$ cat config.mk
export PLATFORM = sky130hd
export DESIGN_NAME = btb_update_ctrl
export DESIGN_NICKNAME = d
export VERILOG_FILES = /design/src/rtl/btb_pkg.sv /design/src/rtl/btb_upd_fifo.sv /design/src/rtl/btb_update_ctrl_chk.sv /design/src/rtl/btb_update_ctrl.sv
export SDC_FILE = /design/constraint.sdc
export NUM_CORES = 1
export LEC_CHECK = 0
export CAP_MARGIN = 10
export CORE_MARGIN = 2
export CORE_UTILIZATION = 52
export CTS_CLUSTER_SIZE = 30
export DETAILED_ROUTE_END_ITERATION = 10
export GPL_TIMING_DRIVEN = 0
export PLACE_DENSITY_LB_ADDON = 0.2
export SYNTH_ARGS = -nofsm -noshare
export SYNTH_HDL_FRONTEND = slang
export SYNTH_HIERARCHICAL = 1
export SYNTH_SLANG_ARGS = --single-unit
$ cat constraint.sdc
create_clock -name clk -period 5.91 [get_ports clk]
set_input_delay 1.182 -clock clk [delete_from_list [all_inputs] [get_ports clk]]
set_output_delay 1.182 -clock clk [all_outputs]
set_load 0.05 [all_outputs]
$ cat src/rtl/btb_pkg.sv
// Shared types and sizes for the BTB write-side update engine.
//   PC_W        : PC / target width
//   INDEX_BITS  : set index width, index = pc[INDEX_BITS+1:2]
//   TAG_W       : tag width, tag = pc[PC_W-1:INDEX_BITS+2]
//   btb_upd_t   : one resolved branch waiting to be written into the BTB
//   upd_state_e : update FSM states
package btb_pkg;

   localparam int PC_W       = 32;
   localparam int INDEX_BITS = 3;
   localparam int TAG_W      = PC_W - INDEX_BITS - 2;

   typedef struct packed {
      logic [PC_W-1:0] pc;
      logic [PC_W-1:0] target;
      logic            taken;
   } btb_upd_t;

   typedef enum logic [1:0] {
      IDLE = 2'd0,
      RD   = 2'd1,
      CMP  = 2'd2,
      WR   = 2'd3
   } upd_state_e;

endpackage

$ cat src/rtl/btb_upd_fifo.sv
// Synchronous FIFO of pending BTB updates.
//   clk, rst : clock, synchronous active-high reset (empties the queue)
//   push_i   : enqueue data_i (ignored when full unless popping this cycle)
//   pop_i    : dequeue head (ignored when empty)
//   data_i   : entry to enqueue
//   data_o   : current head entry (valid when !empty_o)
//   empty_o  : queue holds no entries
//   full_o   : queue holds DEPTH entries
// A push and a pop may happen together even when full.
module btb_upd_fifo
   import btb_pkg::*;
#(
   parameter int DEPTH = 2
) (
   input  logic     clk,
   input  logic     rst,
   input  logic     push_i,
   input  logic     pop_i,
   input  btb_upd_t data_i,
   output btb_upd_t data_o,
   output logic     empty_o,
   output logic     full_o
);

   localparam int           PW     = $clog2(DEPTH);
   localparam logic [PW-1:0] PONE_C = PW'(1);
   localparam logic [PW:0]   CONE_C = (PW + 1)'(1);
   localparam logic [PW:0]   FULL_C = (PW + 1)'(DEPTH);

   btb_upd_t       mem_q [DEPTH];
   logic [PW-1:0]  wptr_q, wptr_d;
   logic [PW-1:0]  rptr_q, rptr_d;
   logic [PW:0]    cnt_q,  cnt_d;
   logic           do_push_s;
   logic           do_pop_s;

   assign empty_o   = (cnt_q == '0);
   assign full_o    = (cnt_q == FULL_C);
   assign do_pop_s  = pop_i && !empty_o;
   // When full, a push is only safe if the head leaves in the same cycle.
   assign do_push_s = push_i && (!full_o || do_pop_s);
   assign data_o    = mem_q[rptr_q];

   // Pointer and occupancy next-state.
   always_comb begin
      wptr_d = wptr_q;
      rptr_d = rptr_q;
      cnt_d  = cnt_q;
      if (do_push_s) begin
         wptr_d = wptr_q + PONE_C;
      end else begin
         wptr_d = wptr_q;
      end
      if (do_pop_s) begin
         rptr_d = rptr_q + PONE_C;
      end else begin
         rptr_d = rptr_q;
      end
      if (do_push_s && !do_pop_s) begin
         cnt_d = cnt_q + CONE_C;
      end else if (!do_push_s && do_pop_s) begin
         cnt_d = cnt_q - CONE_C;
      end else begin
         cnt_d = cnt_q;
      end
   end

   // Pointer and occupancy registers.
   always_ff @(posedge clk) begin
      if (rst) begin
         wptr_q <= '0;
         rptr_q <= '0;
         cnt_q  <= '0;
      end else begin
         wptr_q <= wptr_d;
         rptr_q <= rptr_d;
         cnt_q  <= cnt_d;
      end
   end

   // Storage; contents are don't-care while the slot is not occupied.
   always_ff @(posedge clk) begin
      if (do_push_s) begin
         mem_q[wptr_q] <= data_i;
      end
   end

endmodule

$ cat src/rtl/btb_update_ctrl_chk.sv
// Property checker for the BTB update engine.
//   clk, rst : clock, synchronous active-high reset
//   in_cmp_i : FSM is in the tag-compare state
//   hit0_i   : raw way0 tag match
//   hit1_i   : raw way1 tag match
//   wr_en_i  : BTB write strobe
//   lru_upd_i: LRU update strobe
module btb_update_ctrl_chk (
   input logic clk,
   input logic rst,
   input logic in_cmp_i,
   input logic hit0_i,
   input logic hit1_i,
   input logic wr_en_i,
   input logic lru_upd_i
);

   // A branch may live in at most one way of its set.
   a_no_dual_hit : assert property (@(posedge clk) disable iff (rst)
      in_cmp_i |-> !(hit0_i && hit1_i));

   // The LRU tracker is told about every write and nothing else.
   a_lru_with_wr : assert property (@(posedge clk) disable iff (rst)
      wr_en_i == lru_upd_i);

endmodule

$ cat src/rtl/btb_update_ctrl.sv
// EX-stage write-side engine of the 2-way set-associative BTB.
// Resolved branches are queued, then one at a time: read the indexed set,
// compare tags, choose a way (hit way, else lowest free way, else the LRU
// victim) and write the entry while notifying the LRU tracker.
//   ex_valid/ex_ready/ex_pc/ex_target/ex_taken : resolved branch input
//   rd_en/rd_index                             : BTB set read request
//   rd_valid/rd_tag0/rd_tag1/lru_bit           : read data, 1 cycle later
//   wr_en/wr_index/wr_way/wr_valid/wr_tag/wr_target : BTB write (registered)
//   lru_upd/lru_upd_index/lru_upd_hit0/1       : LRU touch (registered)
module btb_update_ctrl
   import btb_pkg::*;
#(
   parameter int PC_W       = btb_pkg::PC_W,
   parameter int INDEX_BITS = btb_pkg::INDEX_BITS,
   parameter int FIFO_DEPTH = 2,
   parameter int TAG_W      = PC_W - INDEX_BITS - 2
) (
   input  logic                  clk,
   input  logic                  rst,
   input  logic                  ex_valid,
   output logic                  ex_ready,
   input  logic [PC_W-1:0]       ex_pc,
   input  logic [PC_W-1:0]       ex_target,
   input  logic                  ex_taken,
   output logic                  rd_en,
   output logic [INDEX_BITS-1:0] rd_index,
   input  logic [1:0]            rd_valid,
   input  logic [TAG_W-1:0]      rd_tag0,
   input  logic [TAG_W-1:0]      rd_tag1,
   input  logic                  lru_bit,
   output logic                  wr_en,
   output logic [INDEX_BITS-1:0] wr_index,
   output logic                  wr_way,
   output logic                  wr_valid,
   output logic [TAG_W-1:0]      wr_tag,
   output logic [PC_W-1:0]       wr_target,
   output logic                  lru_upd,
   output logic [INDEX_BITS-1:0] lru_upd_index,
   output logic                  lru_upd_hit0,
   output logic                  lru_upd_hit1
);

   upd_state_e            state_q, state_d;
   btb_upd_t              hold_q, hold_d;
   btb_upd_t              enq_s, head_s;
   logic                  fifo_empty_s, fifo_full_s;
   logic                  fifo_push_s, fifo_pop_s;
   logic [INDEX_BITS-1:0] hold_index_s;
   logic [TAG_W-1:0]      hold_tag_s;
   logic                  raw_hit0_s, raw_hit1_s;
   logic                  hit0_s, hit1_s;
   logic                  do_wr_s;
   logic                  sel_way_s;
   logic                  unused_pc_lsb_s;

   logic                  wr_en_q, wr_en_d;
   logic [INDEX_BITS-1:0] wr_index_q, wr_index_d;
   logic                  wr_way_q, wr_way_d;
   logic                  wr_valid_q, wr_valid_d;
   logic [TAG_W-1:0]      wr_tag_q, wr_tag_d;
   logic [PC_W-1:0]       wr_target_q, wr_target_d;
   logic                  hit0_q, hit0_d;
   logic                  hit1_q, hit1_d;

   // ---------------- pending-update queue ----------------
   assign enq_s.pc     = ex_pc;
   assign enq_s.target = ex_target;
   assign enq_s.taken  = ex_taken;

   // The head leaves only while the FSM is idle; ex_ready also covers the
   // full-queue case where that pop frees a slot in the same cycle.
   assign fifo_pop_s  = (state_q == IDLE) && !fifo_empty_s;
   assign ex_ready    = !fifo_full_s || fifo_pop_s;
   assign fifo_push_s = ex_valid && ex_ready;

   btb_upd_fifo #(
      .DEPTH (FIFO_DEPTH)
   ) u_fifo (
      .clk     (clk),
      .rst     (rst),
      .push_i  (fifo_push_s),
      .pop_i   (fifo_pop_s),
      .data_i  (enq_s),
      .data_o  (head_s),
      .empty_o (fifo_empty_s),
      .full_o  (fifo_full_s)
   );

   // ---------------- holding register ----------------
   assign hold_index_s    = hold_q.pc[INDEX_BITS+1:2];
   assign hold_tag_s      = hold_q.pc[PC_W-1:INDEX_BITS+2];
   assign unused_pc_lsb_s = ^hold_q.pc[1:0];

   // Capture the queue head as it is popped.
   always_comb begin
      hold_d = hold_q;
      if (fifo_pop_s) begin
         hold_d = head_s;
      end else begin
         hold_d = hold_q;
      end
   end

   // Holding register storage.
   always_ff @(posedge clk) begin
      if (rst) begin
         hold_q <= '0;
      end else begin
         hold_q <= hold_d;
      end
   end

   // ---------------- tag compare and way selection ----------------
   assign raw_hit0_s = rd_valid[0] && (rd_tag0 == hold_tag_s);
   assign raw_hit1_s = rd_valid[1] && (rd_tag1 == hold_tag_s);
   // A double hit is resolved in favour of way0.
   assign hit0_s     = raw_hit0_s;
   assign hit1_s     = raw_hit1_s && !raw_hit0_s;

   // Write decision made in CMP; everything is zero outside that state.
   always_comb begin
      do_wr_s   = 1'b0;
      sel_way_s = 1'b0;
      if (state_q == CMP) begin
         if (hit0_s) begin
            do_wr_s   = 1'b1;
            sel_way_s = 1'b0;
         end else if (hit1_s) begin
            do_wr_s   = 1'b1;
            sel_way_s = 1'b1;
         end else if (hold_q.taken) begin
            do_wr_s = 1'b1;
            if (!rd_valid[0]) begin
               sel_way_s = 1'b0;
            end else if (!rd_valid[1]) begin
               sel_way_s = 1'b1;
            end else begin
               // lru_bit names the most recent way; replace the other one.
               sel_way_s = !lru_bit;
            end
         end else begin
            do_wr_s   = 1'b0;
            sel_way_s = 1'b0;
         end
      end else begin
         do_wr_s   = 1'b0;
         sel_way_s = 1'b0;
      end
   end

   // Next values of the registered write / LRU outputs.
   always_comb begin
      wr_en_d     = 1'b0;
      wr_index_d  = '0;
      wr_way_d    = 1'b0;
      wr_valid_d  = 1'b0;
      wr_tag_d    = '0;
      wr_target_d = '0;
      hit0_d      = 1'b0;
      hit1_d      = 1'b0;
      if (do_wr_s) begin
         wr_en_d     = 1'b1;
         wr_index_d  = hold_index_s;
         wr_way_d    = sel_way_s;
         // Not-taken only reaches here on a hit: that entry is invalidated.
         wr_valid_d  = hold_q.taken;
         wr_tag_d    = hold_tag_s;
         wr_target_d = hold_q.target;
         hit0_d      = hit0_s;
         hit1_d      = hit1_s;
      end else begin
         wr_en_d = 1'b0;
      end
   end

   // Output registers for the BTB write and LRU update ports.
   always_ff @(posedge clk) begin
      if (rst) begin
         wr_en_q     <= 1'b0;
         wr_index_q  <= '0;
         wr_way_q    <= 1'b0;
         wr_valid_q  <= 1'b0;
         wr_tag_q    <= '0;
         wr_target_q <= '0;
         hit0_q      <= 1'b0;
         hit1_q      <= 1'b0;
      end else begin
         wr_en_q     <= wr_en_d;
         wr_index_q  <= wr_index_d;
         wr_way_q    <= wr_way_d;
         wr_valid_q  <= wr_valid_d;
         wr_tag_q    <= wr_tag_d;
         wr_target_q <= wr_target_d;
         hit0_q      <= hit0_d;
         hit1_q      <= hit1_d;
      end
   end

   assign wr_en         = wr_en_q;
   assign wr_index      = wr_index_q;
   assign wr_way        = wr_way_q;
   assign wr_valid      = wr_valid_q;
   assign wr_tag        = wr_tag_q;
   assign wr_target     = wr_target_q;
   assign lru_upd       = wr_en_q;
   assign lru_upd_index = wr_index_q;
   assign lru_upd_hit0  = hit0_q;
   assign lru_upd_hit1  = hit1_q;

   // ---------------- FSM ----------------
   // State register.
   always_ff @(posedge clk) begin
      if (rst) begin
         state_q <= IDLE;
      end else begin
         state_q <= state_d;
      end
   end

   // Next-state logic.
   always_comb begin
      state_d = state_q;
      case (state_q)
         IDLE: begin
            if (!fifo_empty_s) begin
               state_d = RD;
            end else begin
               state_d = IDLE;
            end
         end
         RD:  state_d = CMP;
         CMP: begin
            if (do_wr_s) begin
               state_d = WR;
            end else begin
               state_d = IDLE;
            end
         end
         WR:      state_d = IDLE;
         default: state_d = IDLE;
      endcase
   end

   // Read-request outputs.
   always_comb begin
      rd_en    = 1'b0;
      rd_index = '0;
      case (state_q)
         RD: begin
            rd_en    = 1'b1;
            rd_index = hold_index_s;
         end
         default: begin
            rd_en    = 1'b0;
            rd_index = '0;
         end
      endcase
   end

   btb_update_ctrl_chk u_chk (
      .clk       (clk),
      .rst       (rst),
      .in_cmp_i  (state_q == CMP),
      .hit0_i    (raw_hit0_s),
      .hit1_i    (raw_hit1_s),
      .wr_en_i   (wr_en_q),
      .lru_upd_i (wr_en_q)
   );

endmodule

==> flow_summary_export.csv, run 1 <==
group,metric,value,unit
power_and_ir_drop,combPwrFrac,26.0,%
min_path,min_to,"wr_target[16]",
global_route,grt_pass1_wl,36.0,mm
final_layout,finalCoreUtilization,69.8,%
place,gp_congestion,0.911,
floorplan,row_count,51,
power_and_ir_drop,p_int,3.84,mW
critical_path,worstReg2RegStart,"u_fifo/cnt_q[0]",
critical_path,rr_worst_depth,9,
detailed_routing,drt-vias-per-instance,5.02,
critical_path,endpoint_kind,"output pin",
cts,cts_root_buffer,"clkbuf_16",
critical_path,required,4730,ps
cts,cts_tree,"built",
global_route,antenna_found_initial,1,
detailed_routing,first_pass_iters,5,
power_and_ir_drop,power_density,418,nW/um^2
power_and_ir_drop,swShare,31.9,%
final_layout,num_antenna_cells,0,
sta,skew,10.6,ps
sta,fin_tns_setup,0,ps
logic_synthesis,ys_warn_count,6,
detailed_routing,post_drt_wl_per_cell,18.1,microns
detailed_routing,drc,0,
power_and_ir_drop,p_leak,4.50,nW
place,dp.cells,1282,
detailed_routing,wirelength,24.0,mm
place,pre_cts_ws,2160,ps
floorplan,die_area,20700,sq um
place,hpwl,17.1,mm
sta,fin_crit_sh,65.9,%
critical_path,critical_path.top_delay_family,"buffers and inverters",
floorplan,num_io_pins,201,
logic_synthesis,syn_area_per_cell,12.5,sq um
final_layout,instances_no_fill,1332,
critical_path,worstPathCellList,"nor2_1 > or3_1 > clkbuf_1 > nand2_1 > clkdlybuf4s50_1",
sta,finalHoldViolations,0,
global_route,grt_pass1_vias,6692,
cts,cts_hold_buf,0,
cts,cts_buffers,27,
sta,setup_slack,2020,ps
place,portBuffers,198,
min_path,hold_start,"hold_q[17]",
logic_synthesis,syn-num-nets,942,
cts,clockBufferDepth,3,
final_layout,final_common_cell,"clkdlybuf4s50_1",
job,maxCapViolations,0,
critical_path,start_kind,"flop",
sta,hold_ws,435,ps
critical_path,slowest_delay,820,ps
power_and_ir_drop,p_seq_share,44.3,%
final_layout,final_cell_mix,"198 x clkdlybuf4s50_1, 137 x dfxtp_1, 129 x nand2_1, 126 x edfxtp_1, 65 x inv_1",
sta,slew_headroom,40.0,%
logic_synthesis,synth_cells,816,
floorplan,fp.dieH,144,microns
cts,clkSinkCount,263,
min_path,holdPathStages,2,
min_path,hold_path.class,"reg -> reg",
cts,cts_htree_levels,1,
power_and_ir_drop,power,5.64,mW
place,placedInstanceArea,12600,sq um
power_and_ir_drop,max-vdd-ir-drop,0.305,mV
final_layout,areaGrowthSynthToFinish,32.3,%
power_and_ir_drop,power_switching,1.80,mW
critical_path,cp_max_fo,10,
floorplan,core_area,19300,sq um
sta,tightestPinTransition,900,ps
status,status,"completed",
detailed_routing,postRouteAntennaNets,0,
final_layout,final_nets,1172,
global_route,grt_remaining_overflow,0,
final_layout,drive_above_1_share,13.2,%
logic_synthesis,synth_area,10200,sq um
sta,rsz0062_at_grt,"no",
critical_path,worstSetupPathType,"reg -> out",
cts,ctsResizeCount,0,
critical_path,r2r_setup_slack,2710,ps
critical_path,arrival,2710,ps
sta,maxSlewViolCount,0,
sta,period_minus_slack,3890,ps
sta,fmax,257,MHz
cts,clock_latency,530,ps
power_and_ir_drop,p_clk_share,29.7,%
global_route,grt_max_degree,64,
floorplan,start_util,52.7,%
detailed_routing,drt_iter0_drc,333,
critical_path,worst-path-buf-inv,2,
critical_path,reg2reg_to,"u_fifo/mem_q[0][57]",
global_route,grt_usage,23.0,%
detailed_routing,vias,6691,
critical_path,cp_slowest_cell,"clkdlybuf4s50_1",
sta,setup_viol,0,
floorplan,die_x,144,microns
cts,post_cts_buffers,0,
final_layout,postLayoutCellArea,13500,sq um
cts,clk_pin_slew,60,ps
[routing by layer]
layer	share of wire [%]	global-route usage, %	vias up
li1	-	-	3282
met1	42	30.3	3167
met2	49	38.9	193
met3	5.8	4.34	47
met4	3.0	7.28	2
met5	0.046	0	-
[state kept, by name (all words and copies together), names as in the netlist, named ones only]
signal,flops
hold_index_s,3
lru_upd_hit1,1
lru_upd_index,3
u_fifo/wptr_q,1
hold_q,60
wr_way,1
lru_upd,1
u_fifo/rptr_q,1
state_q,2
wr_tag,27
u_fifo/cnt_q,2
u_fifo/mem_q,126
lru_upd_hit0,1
wr_target,32
wr_valid,1
[area by class of cell]
cell class                      instances  area (sq um)
Fill cell                            1417          5850
Tap cell                              265           332
Sequential cell                       263          6530
Multi-Input combinational cell        436          3150
Timing Repair Buffer                  201          2050
Buffer                                 51           279
Clock inverter                          8          58.8
Clock buffer                           42           845
Inverter                               66           248
[worst max path at each step]
stage,startpoint,end,cells past startpoint
finish,u_fifo/cnt_q[0],ex_ready,5
global route,u_fifo/cnt_q[0],ex_ready,5
CTS,u_fifo/cnt_q[0],ex_ready,5
detailed placement,rd_tag0[16],wr_tag[23],7
global placement,ex_valid,u_fifo/mem_q[0][44],4
floorplan,u_fifo/cnt_q[0],u_fifo/mem_q[0][0],7
[tightest hold or removal path: stages, from the launching register on]
cell and delay, ps:
dfxtp_1 310, inv_1 50, a211oi_1 40
[power groups by stage]
stage	Combinational (mW)	Clock, mW	Sequential, mW
global route	1.63	1.77	2.53
floorplan	1.02	0	2.46
global placement	1.41	0	2.55
finish	1.47	1.67	2.50
CTS	1.48	1.70	2.50
detailed placement	1.47	0	2.54
Power figures use the tool's default switching activity.
==> run 2: changes to the inputs <==
==> constraint.sdc (replaced) <==
create_clock -name clk -period 3.9 [get_ports clk]
set_input_delay 0.78 -clock clk [delete_from_list [all_inputs] [get_ports clk]]
set_output_delay 0.78 -clock clk [all_outputs]
set_load 0.05 [all_outputs]
==> run 2 against run 1 <==
  * Sequential share of layout area increased by 0.19 points
  * Worst setup slack got worse by 1600 ps
  * Final cell count stayed put
  * Clock power is 45% higher
  * Flip-flop and latch count is the same
  * Final area is 0.39% lower
  * Global-route usage rose by 0.11 points
  * Utilization is 0.27 points lower
  * Largest cell class unchanged
  * Highest routed layer is now met4
==> flow_summary_export.csv, run 2 (synthesized netlist as in run 1, its figures left out) <==
group,metric,value,unit
place,hpwl,17.1,mm
status,status,"completed",
detailed_routing,drc,0,
sta,tightestPinTransition,858,ps
sta,maxSlewViolCount,0,
final_layout,drive_above_1_share,12.5,%
cts,clk_pin_slew,60,ps
floorplan,start_util,52.7,%
detailed_routing,postRouteAntennaNets,0,
place,portBuffers,198,
global_route,grt_pass1_vias,6677,
detailed_routing,drt_iter0_drc,380,
cts,clockBufferDepth,3,
critical_path,crit_path_start,"u_fifo/cnt_q[0]",
power_and_ir_drop,max-vdd-ir-drop,0.430,mV
sta,fin_crit_sh,88.7,%
power_and_ir_drop,p_leak,4.45,nW
cts,cts_root_buffer,"clkbuf_16",
floorplan,num_io_pins,201,
critical_path,cp-endpoint,"ex_ready",
floorplan,row_count,51,
global_route,grt_usage,23.1,%
min_path,hold_start,"hold_q[12]",
detailed_routing,drt-vias-per-instance,5.06,
final_layout,final_cell_mix,"198 x clkdlybuf4s50_1, 137 x dfxtp_1, 129 x nand2_1, 126 x edfxtp_1, 65 x inv_1",
sta,setup_slack,443,ps
cts,cts_buffers,26,
sta,fmax,289,MHz
cts,clkSinkCount,263,
critical_path,reg2reg_to,"u_fifo/mem_q[0][5]",
sta,fin_tns_setup,0,ps
critical_path,worstSetupPathType,"reg -> out",
critical_path,arrival,2680,ps
cts,clock_latency,520,ps
cts,cts_tree,"built",
floorplan,die_x,144,microns
detailed_routing,first_pass_iters,4,
final_layout,top_register,"u_fifo/mem_q",
power_and_ir_drop,power_density,628,nW/um^2
detailed_routing,wirelength,24.1,mm
final_layout,areaGrowthSynthToFinish,31.8,%
critical_path,worstReg2RegStart,"u_fifo/cnt_q[0]",
place,gp_congestion,0.894,
critical_path,r2r_setup_slack,760,ps
sta,slew_headroom,42.8,%
cts,ctsResizeCount,0,
cts,cts_htree_levels,1,
final_layout,postLayoutCellArea,13400,sq um
global_route,grt_remaining_overflow,0,
detailed_routing,post_drt_wl_per_cell,18.1,microns
global_route,grt_max_degree,46,
detailed_routing,vias,6746,
critical_path,cp_max_fo,10,
place,pre_cts_ws,558,ps
global_route,grt_pass1_wl,36.1,mm
sta,finalHoldViolations,0,
final_layout,final_nets,1171,
sta,setup_viol,0,
global_route,antenna_found_initial,3,
cts,cts_hold_buf,0,
critical_path,rr_worst_depth,8,
cts,post_cts_buffers,0,
floorplan,core_area,19300,sq um
critical_path,required,3120,ps
floorplan,fp.dieH,144,microns
power_and_ir_drop,power,8.44,mW
sta,skew,14.3,ps
sta,period_minus_slack,3460,ps
job,maxCapViolations,0,
floorplan,die_area,20700,sq um
min_path,hold_path.class,"reg -> reg",
critical_path,start_kind,"flop",
place,placedInstanceArea,12600,sq um
critical_path,endpoint_kind,"output pin",
sta,hold_ws,434,ps
sta,rsz0062_at_grt,"no",
final_layout,largest_reg_flops,126,
final_layout,final_common_cell,"clkdlybuf4s50_1",
run 2: cell count changes in the layout (fill, tap and decap cells not counted), sizes merged:
cell,change
clkinvlp,+2
bufinv,+2
clkbuf,-6
inv,-2
diode,+2
clkinv,+2
run 2: area by class of cell:
type | count | area [sq um]
Timing Repair Buffer | 201 | 2060
Clock inverter | 12 | 109
Buffer | 51 | 279
Inverter | 66 | 248
Clock buffer | 36 | 729
Sequential cell | 263 | 6530
Antenna cell | 2 | 5.00
Multi-Input combinational cell | 436 | 3150
Fill cell | 1431 | 5900
Tap cell | 265 | 332
run 2: stage by stage:
step	utilization (%)	instances
3_5_place_dp	65.1	1282
6_report	69.5	1332
4_1_cts	69.5	1330
2_1_floorplan	-	816
5_1_grt	69.5	1332
3_3_place_gp	64.7	1279
run 2: critical path, cell delays in order, from the launching register on:
cell and delay, ps:
dfxtp_1 440, nor2_1 60, or3_1 360, clkbuf_1 310
nand2_1 170, clkdlybuf4s50_1 820
run 2: worst min-delay path by stage:
| stage | to | slack [ps] | cells past startpoint |
|---|---|---|---|
| floorplan | wr_target[0] | 420 | 2 |
| global placement | wr_target[15] | 420 | 2 |
| detailed placement | wr_target[11] | 430 | 2 |
| CTS | wr_target[11] | 440 | 2 |
| global route | wr_target[22] | 460 | 2 |
| finish | wr_target[11] | 430 | 2 |
run 2: per-layer routing:
| metal | vias up | global-route usage, % | routed length (microns) |
|---|---|---|---|
| met1 | 3229 | 31.3 | 10400 |
| met3 | 49 | 4.30 | 1340 |
| met2 | 179 | 37.9 | 11600 |
| met5 | - | 0 | 0 |
| li1 | 3289 | - | - |
| met4 | 0 | 7.84 | 727 |
run 2: power breakdown:
| part | total, mW | internal (mW) | leakage (nW) | switching, mW |
|---|---|---|---|---|
| Sequential | 3.79 | 3.44 | 2.29 | 0.353 |
| Clock | 2.42 | 1.44 | 0.404 | 0.980 |
| Combinational | 2.23 | 0.885 | 1.76 | 1.34 |
| Total | 8.44 | 5.76 | 4.45 | 2.67 |
